## src/rtl/tff_ctrl_pkg.sv

```systemverilog
// Shared types, defaults and small arithmetic helpers for the tff bank sequencer.
package tff_ctrl_pkg;

  typedef enum logic [2:0] {
    ST_IDLE,
    ST_WRITE,
    ST_READ_WAIT,
    ST_READ_MEAS,
    ST_GAP,
    ST_RESP
  } state_e;

  typedef enum logic {
    OP_RD = 1'b0,
    OP_WR = 1'b1
  } op_e;

  localparam int unsigned MAX_COUNT_DEF = 59;
  localparam int unsigned TIMEOUT_DEF   = 127;
  localparam int unsigned GAP_DEF       = 2;

  function automatic int unsigned sat_add(input int unsigned a, input int unsigned b,
                                          input int unsigned lim);
    int unsigned s;
    s = a + b;
    return (s > lim) ? lim : s;
  endfunction

  function automatic int unsigned floor_sub(input int unsigned a, input int unsigned b);
    return (a > b) ? a - b : 0;
  endfunction

endpackage

```

## src/rtl/tff_pulse_timer.sv

```systemverilog
// Shared timing resource: loadable down-counter for pulse/gap length and a
// saturating up-counter with watchdog compare for read measurement.
module tff_pulse_timer
  import tff_ctrl_pkg::*;
#(
  parameter int          CW      = 7,
  parameter int unsigned TIMEOUT = TIMEOUT_DEF
) (
  input  logic          clk,
  input  logic          rstb,
  input  logic          dn_load,
  input  logic [CW-1:0] dn_val,
  input  logic          dn_dec,
  input  logic          up_load,
  input  logic [CW-1:0] up_val,
  input  logic          up_inc,
  output logic [CW-1:0] up,
  output logic          dn_last,
  output logic          up_last
);
  localparam int unsigned CMAX = (1 << CW) - 1;

  logic [CW-1:0] dn;

  always_ff @(posedge clk or negedge rstb) begin
    if (!rstb) begin
      dn <= '0;
      up <= '0;
    end else begin
      if (dn_load)
        dn <= dn_val;
      else if (dn_dec && dn != '0)
        dn <= dn - 1'b1;
      if (up_load)
        up <= up_val;
      else if (up_inc)
        up <= CW'(sat_add(32'(up), 32'd1, CMAX));
    end
  end

  // "last" flags let the FSM leave on the final cycle rather than one late.
  assign dn_last = (dn <= CW'(1));
  assign up_last = (32'(up) == TIMEOUT - 1);

endmodule

```

## src/rtl/tff_bank_ctrl.sv

```systemverilog
// Request sequencer for a bank of time-domain storage cells: turns write/read
// requests into one-hot WE/RE pulses and measures Q pulse width on reads.
module tff_bank_ctrl
  import tff_ctrl_pkg::*;
#(
  parameter int          NCELL       = 8,
  parameter int          AW          = 3,
  parameter int          CW          = 7,
  parameter int unsigned MAX_COUNT   = MAX_COUNT_DEF,
  parameter int unsigned TIMEOUT     = TIMEOUT_DEF,
  parameter int unsigned GAP         = GAP_DEF,
  parameter int unsigned READ_OFFSET = 1
) (
  input  logic             clk,
  input  logic             rstb,
  input  logic             req_valid,
  output logic             req_ready,
  input  logic             req_wr,
  input  logic [AW-1:0]    req_addr,
  input  logic [CW-1:0]    req_data,
  output logic             rsp_valid,
  output logic [CW-1:0]    rsp_data,
  output logic             rsp_sat,
  output logic             rsp_err,
  output logic             busy,
  output logic [NCELL-1:0] cell_we,
  output logic [NCELL-1:0] cell_re,
  input  logic [NCELL-1:0] cell_q,
  input  logic [NCELL-1:0] cell_cout
);
  localparam int unsigned CMAX = (1 << CW) - 1;

  state_e           state, state_n;
  op_e              req_op;
  logic [AW-1:0]    addr_q;
  logic [NCELL-1:0] sel, req_sel;
  logic             accept, addr_ok, clamp, q_sel, cout_sel, cout_req;
  logic [CW-1:0]    len;
  logic [CW-1:0]    res_data, res_data_n;
  logic             res_sat, res_sat_n, res_err, res_err_n;
  logic             dn_load, dn_dec, up_load, up_inc, dn_last, up_last;
  logic [CW-1:0]    dn_val, up_val, up;

  // Address decode by comparison keeps out-of-range addresses from selecting anything.
  always_comb begin
    for (int i = 0; i < NCELL; i++) begin
      sel[i]     = (int'(addr_q) == i);
      req_sel[i] = (int'(req_addr) == i);
    end
  end

  assign addr_ok  = |req_sel;
  assign q_sel    = |(cell_q & sel);
  assign cout_sel = |(cell_cout & sel);
  assign cout_req = |(cell_cout & req_sel);
  assign req_op   = op_e'(req_wr);
  assign clamp    = 32'(req_data) > MAX_COUNT;
  assign len      = CW'(sat_add(32'(req_data), 32'd0, MAX_COUNT));
  assign accept   = (state == ST_IDLE) && req_valid && req_ready;

  always_comb begin
    state_n    = state;
    res_data_n = res_data;
    res_sat_n  = res_sat;
    res_err_n  = res_err;
    dn_load    = 1'b0;
    dn_val     = '0;
    dn_dec     = 1'b0;
    up_load    = 1'b0;
    up_val     = '0;
    up_inc     = 1'b0;
    unique case (state)
      ST_IDLE: begin
        if (accept) begin
          res_data_n = '0;
          res_sat_n  = 1'b0;
          res_err_n  = 1'b0;
          up_load    = 1'b1;
          if (!addr_ok) begin
            res_err_n = 1'b1;
            state_n   = ST_GAP;
          end else if (req_op == OP_WR) begin
            res_sat_n = clamp | cout_req;
            if (len == '0 || cout_req) begin
              state_n = ST_GAP;
            end else begin
              dn_load = 1'b1;
              dn_val  = len;
              state_n = ST_WRITE;
            end
          end else begin
            state_n = ST_READ_WAIT;
          end
        end
      end
      ST_WRITE: begin
        // up counts WE-high cycles, including the one that ends the pulse.
        up_inc = 1'b1;
        dn_dec = 1'b1;
        if (cout_sel || dn_last) begin
          res_data_n = up + 1'b1;
          res_sat_n  = res_sat | cout_sel;
          state_n    = ST_GAP;
        end
      end
      ST_READ_WAIT: begin
        if (q_sel) begin
          up_load = 1'b1;
          up_val  = CW'(1);
          state_n = ST_READ_MEAS;
        end else if (up_last) begin
          res_err_n  = 1'b1;
          res_data_n = '0;
          state_n    = ST_GAP;
        end else begin
          up_inc = 1'b1;
        end
      end
      ST_READ_MEAS: begin
        if (!q_sel) begin
          res_data_n = CW'(floor_sub(32'(up), READ_OFFSET));
          state_n    = ST_GAP;
        end else if (up_last) begin
          res_err_n  = 1'b1;
          res_data_n = CW'(CMAX);
          state_n    = ST_GAP;
        end else begin
          up_inc = 1'b1;
        end
      end
      ST_GAP: begin
        dn_dec = 1'b1;
        if (dn_last) state_n = ST_RESP;
      end
      ST_RESP: state_n = ST_IDLE;
      default: state_n = ST_IDLE;
    endcase
    if (state_n == ST_GAP && state != ST_GAP) begin
      dn_load = 1'b1;
      dn_val  = CW'(GAP);
    end
  end

  always_ff @(posedge clk or negedge rstb) begin
    if (!rstb) begin
      state     <= ST_IDLE;
      addr_q    <= '0;
      req_ready <= 1'b0;
      res_data  <= '0;
      res_sat   <= 1'b0;
      res_err   <= 1'b0;
      rsp_data  <= '0;
      rsp_sat   <= 1'b0;
      rsp_err   <= 1'b0;
    end else begin
      state     <= state_n;
      req_ready <= (state_n == ST_IDLE);
      if (accept) addr_q <= req_addr;
      res_data  <= res_data_n;
      res_sat   <= res_sat_n;
      res_err   <= res_err_n;
      if (state_n == ST_RESP) begin
        rsp_data <= res_data;
        rsp_sat  <= res_sat;
        rsp_err  <= res_err;
      end
    end
  end

  tff_pulse_timer #(
    .CW      (CW),
    .TIMEOUT (TIMEOUT)
  ) u_timer (
    .clk     (clk),
    .rstb    (rstb),
    .dn_load (dn_load),
    .dn_val  (dn_val),
    .dn_dec  (dn_dec),
    .up_load (up_load),
    .up_val  (up_val),
    .up_inc  (up_inc),
    .up      (up),
    .dn_last (dn_last),
    .up_last (up_last)
  );

  // Cell strobes decode straight from state so async reset clears them at once.
  assign rsp_valid = (state == ST_RESP);
  assign busy      = (state != ST_IDLE);
  assign cell_we   = (state == ST_WRITE) ? sel : '0;
  assign cell_re   = (state == ST_READ_WAIT || state == ST_READ_MEAS) ? sel : '0;

endmodule

```

## config.mk

```make
export PLATFORM = sky130hd
export DESIGN_NAME = tff_bank_ctrl
export DESIGN_NICKNAME = d
export VERILOG_FILES = /design/src/rtl/tff_ctrl_pkg.sv /design/src/rtl/tff_pulse_timer.sv /design/src/rtl/tff_bank_ctrl.sv
export SDC_FILE = /design/constraint.sdc
export NUM_CORES = 1
export LEC_CHECK = 0
export ABC_AREA = 1
export CORE_UTILIZATION = 52
export CTS_CLUSTER_DIAMETER = 30
export CTS_CLUSTER_SIZE = 40
export DETAILED_ROUTE_END_ITERATION = 8
export PLACE_DENSITY = 0.86
export SLEW_MARGIN = 10
export SYNTH_ARGS = -nofsm -noshare
export SYNTH_HDL_FRONTEND = slang
export SYNTH_SLANG_ARGS = --single-unit
```

## constraint.sdc

```tcl
create_clock -name clk -period 1.9 [get_ports clk]
set_input_delay 0.285 -clock clk [delete_from_list [all_inputs] [get_ports clk]]
set_output_delay 0.285 -clock clk [all_outputs]
set_load 0.01 [all_outputs]
```

==> flow_metrics.py <==
metrics = {
    "clock_network": {
        "clk_pin_slew_ns": 0.09,
        "cts_tree": "built",
        "hold_buffers": 0,
        "clockBufferDepth": 2,
        "insertion_delay_ns": 0.31,
        "cts.htree.levels": 2,
        "numCtsBuffers": 5,
        "numClockSinks": 39,
        "clockRootBuffer": "clkbuf_8",
    },
    "cells_and_area": {
        "nNetsFinal": 555,
        "utilization_pct": 79.0,
        "mostFrequentLayoutCells": "nand2_1 (107), buf_4 (48), nor2_1 (44)",
        "diodes": 0,
        "final_cell_count_no_fill": 590,
        "layout_commonest_cell": "nand2_1",
        "syn_to_final_growth_pct": 43.3,
        "drive_gt1_share_pct": 23.3,
        "nFillCells": 359,
    },
    "timing": {
        "skew_ns": 0.00796,
        "slew_headroom_pct": 66.3,
        "tightest_slew_ns": 0.505,
        "whs_ns": 0.00881,
        "setup_viol": 1,
        "rsz0062_at_grt": "true",
        "period_share_pct": 100,
        "final-hold-violation-count": 0,
        "clock.fmax_mhz": 525,
        "slew_viol_final": 0,
        "worst_slack_ns": -0.00621,
        "fin_crit_ns": 1.91,
    },
    "synthesis": {
        "ys_ff_latch": 39,
        "synth_area_per_cell_sq_um": 6.94,
        "synthDistinctLibCells": 35,
        "yosysSeqAreaShare_pct": 34.0,
        "synthTopCellsByArea": "dfrtp_1 (34%), nand2_1 (15%), nor2_1 (6.1%), nand3_1 (5.9%), inv_1 (5.5%)",
        "synth_edf_count": 0,
        "syn-instance-count": 414,
        "ys_warn_count": 0,
        "synth_ff_type": "dfrtp_1",
        "synthesis.area_sq_mm": 0.00287,
        "syn_nets": 450,
        "synth_top_area_share_pct": 34.0,
        "synth_top_area_cell": "dfrtp_1",
        "synthArstFlopShare_pct": 100,
    },
    "route": {
        "vias": 3273,
        "wl_per_cell_microns": 15.2,
        "postRouteAntennaNets": 0,
        "first_pass_iters": 5,
        "viasPerCell": 5.55,
        "drc": 0,
        "drt_wl_total_microns": 8960,
        "drtIter0Drc": 276,
    },
    "global_routing": {
        "antenna_found_initial": 0,
        "grt_pass1_wl_microns": 13500,
        "grt_pass1_vias": 3045,
        "track_usage_pct": 28.9,
        "grt_start_max_net_pins": 40,
        "overflow": 0,
    },
    "worst_setup_path": {
        "critPathMaxFanout": 6,
        "critical_path_class": "flop to flop",
        "startpoint_type": "flop",
        "path_cells": "buf_4 -> nand4_1 -> nand2_1 -> nor2_2 -> nand3_1 -> nand2_2 -> inv_2 -> nor2_2 -> nand2_4 -> buf_4 -> a21oi_2 -> nand2_1 -> nand2_1",
        "crit_path_frequent_cell": "nand2_1",
        "cp_slowest_stage_delay_ns": 0.47,
        "slowest_stage": "dfrtp_2",
        "ff2ff_path_depth": 13,
        "r2r_start": "addr_q[1]$_DFFE_PN0P_",
        "crit_path_end_kind": "flop",
        "worstPathRequired_ns": 2.14,
        "crit_start": "addr_q[1]$_DFFE_PN0P_",
        "arrival_ns": 2.15,
    },
    "outcome": {
        "outcome": "finished, violations left",
        "violations": "setup timing",
    },
    "die": {
        "row_count": 26,
        "coreArea_sq_mm": 0.00520,
        "dieArea_sq_mm": 0.00582,
        "pin_count": 58,
        "initial_utilization_pct": 55.2,
        "die_x_microns": 76.3,
        "die_y_microns": 76.3,
    },
    "placement": {
        "dp_hpwl_microns": 5980,
        "io_buffers": 57,
        "gp_congestion": 0.865,
        "place_inst": 566,
    },
    "min_path": {
        "min_path_type": "input port to async pin",
    },
    "power_and_ir_drop": {
        "peakVddDrop_mv": 0.966,
        "power.density_mw_per_mm2": 1500,
        "p_leak_uw": 0.00216,
        "power_uw": 6160,
    },
    "run": {
        "maxCapViolCount": 0,
    },
}
[synth_stat cells, types with 3 or more instances]
cell type / n
nor2_1: 47
o211ai_1: 7
inv_1: 42
o21ai_2: 4
nand2_4: 4
a21oi_1: 7
nand3_1: 34
a21oi_2: 3
nor2_2: 6
buf_6: 4
o21ai_0: 14
nor3_1: 3
nand2_1: 113
xor2_1: 9
clkbuf_1: 3
nand4_1: 20
xnor2_1: 4
ha_1: 6
inv_2: 13
dfrtp_1: 39
o21ai_1: 9
buf_2: 4
[power breakdown]
part	leakage (uW)	internal, uW	switching (uW)	total (uW)
registers	0.000510	1120	263	1380
clock network	0.0000644	524	323	847
logic	0.00159	1670	2260	3930
total	0.00216	3310	2850	6160
[path summary, 6_finish.rpt]
check | endpoint | slack (ns)
max | u_timer.dn[2]$_DFFE_PN0P_ | -0.006
min | u_timer.up[3]$_DFFE_PN0P_ | 0.009
max reg2reg | u_timer.dn[2]$_DFFE_PN0P_ | -0.006
min reg2reg | rsp_data[5]$_DFFE_PN0N_ | 0.48
max in group asynchronous | addr_q[0]$_DFFE_PN0P_ | 1.49
min in group clk | addr_q[2]$_DFFE_PN0P_ | 0.41
[sequential cells by signal, summed over array words and instances (netlist names)]
name        count
rsp_err         1
addr_q          3
req_ready       1
state           3
rsp_sat         1
res_data        7
u_timer.dn      7
res_err         1
u_timer.up      7
rsp_data        7
res_sat         1
[final cells by class]
class                      count  area, sq um  area share (%)
multi-input combinational    308         1720            41.8
timing repair buffer         110          981            23.8
sequential                    39          980            23.8
inverter                      55          209            5.08
tap                           70         87.6            2.13
clock buffer                   5         68.8            1.67
clock inverter                 3         67.6            1.64
[cells by family (layout without fill, tap and decap cells)]
| logic type | Yosys count | after routing | share of synthesized area (%) |
|---|---|---|---|
| AND/OR/NAND/NOR | 233 | 234 | 36.4 |
| flip-flops | 39 | 39 | 34.0 |
| adder cells (fa/ha/maj) | 6 | 6 | 2.61 |
| XOR/XNOR | 13 | 13 | 3.97 |
| AO/OA/AOI/OAI | 55 | 55 | 12.7 |
| buffers and inverters | 68 | 173 | 10.4 |
[repair_timing]
| action | in CTS | in global routing |
|---|---|---|
| pin swaps | 0 | 12 |
| cloned | 0 | 2 |
| setup buffers | 5 | 9 |
| setup endpoints to repair | 30 | 32 |
| resized for setup | 31 | 29 |
[layer usage]
| layer | GRT usage (%) | up-vias | wire length [microns] |
|---|---|---|---|
| met3 | 4.43 | 32 | 447 |
| met2 | 53.7 | 114 | 4720 |
| met1 | 33.4 | 1561 | 3570 |
| met5 | 0 | - | 0 |
| li1 | - | 1566 | - |
| met4 | 9.81 | 0 | 227 |
[stage by stage]
step	cell area [sq um]	worst slack [ns]	setup TNS, ns
finish	4110	-0.00621	-0.00621
detailed placement	3740	-0.238	-2.12
floorplan	2870	0.190	0
CTS	3940	0.00683	0
global route	4110	-0.0968	-0.242
global placement	3740	-0.163	-1.03
[worst max-delay path: cells and delay by family, from the launching register on]
| kind | cells | cell delay (ns) |
|---|---|---|
| AND/OR/NAND/NOR | 9 | 0.88 |
| flip-flops | 1 | 0.47 |
| AO/OA/AOI/OAI | 1 | 0.13 |
| buffers and inverters | 3 | 0.37 |
Power figures use the tool's default switching activity.
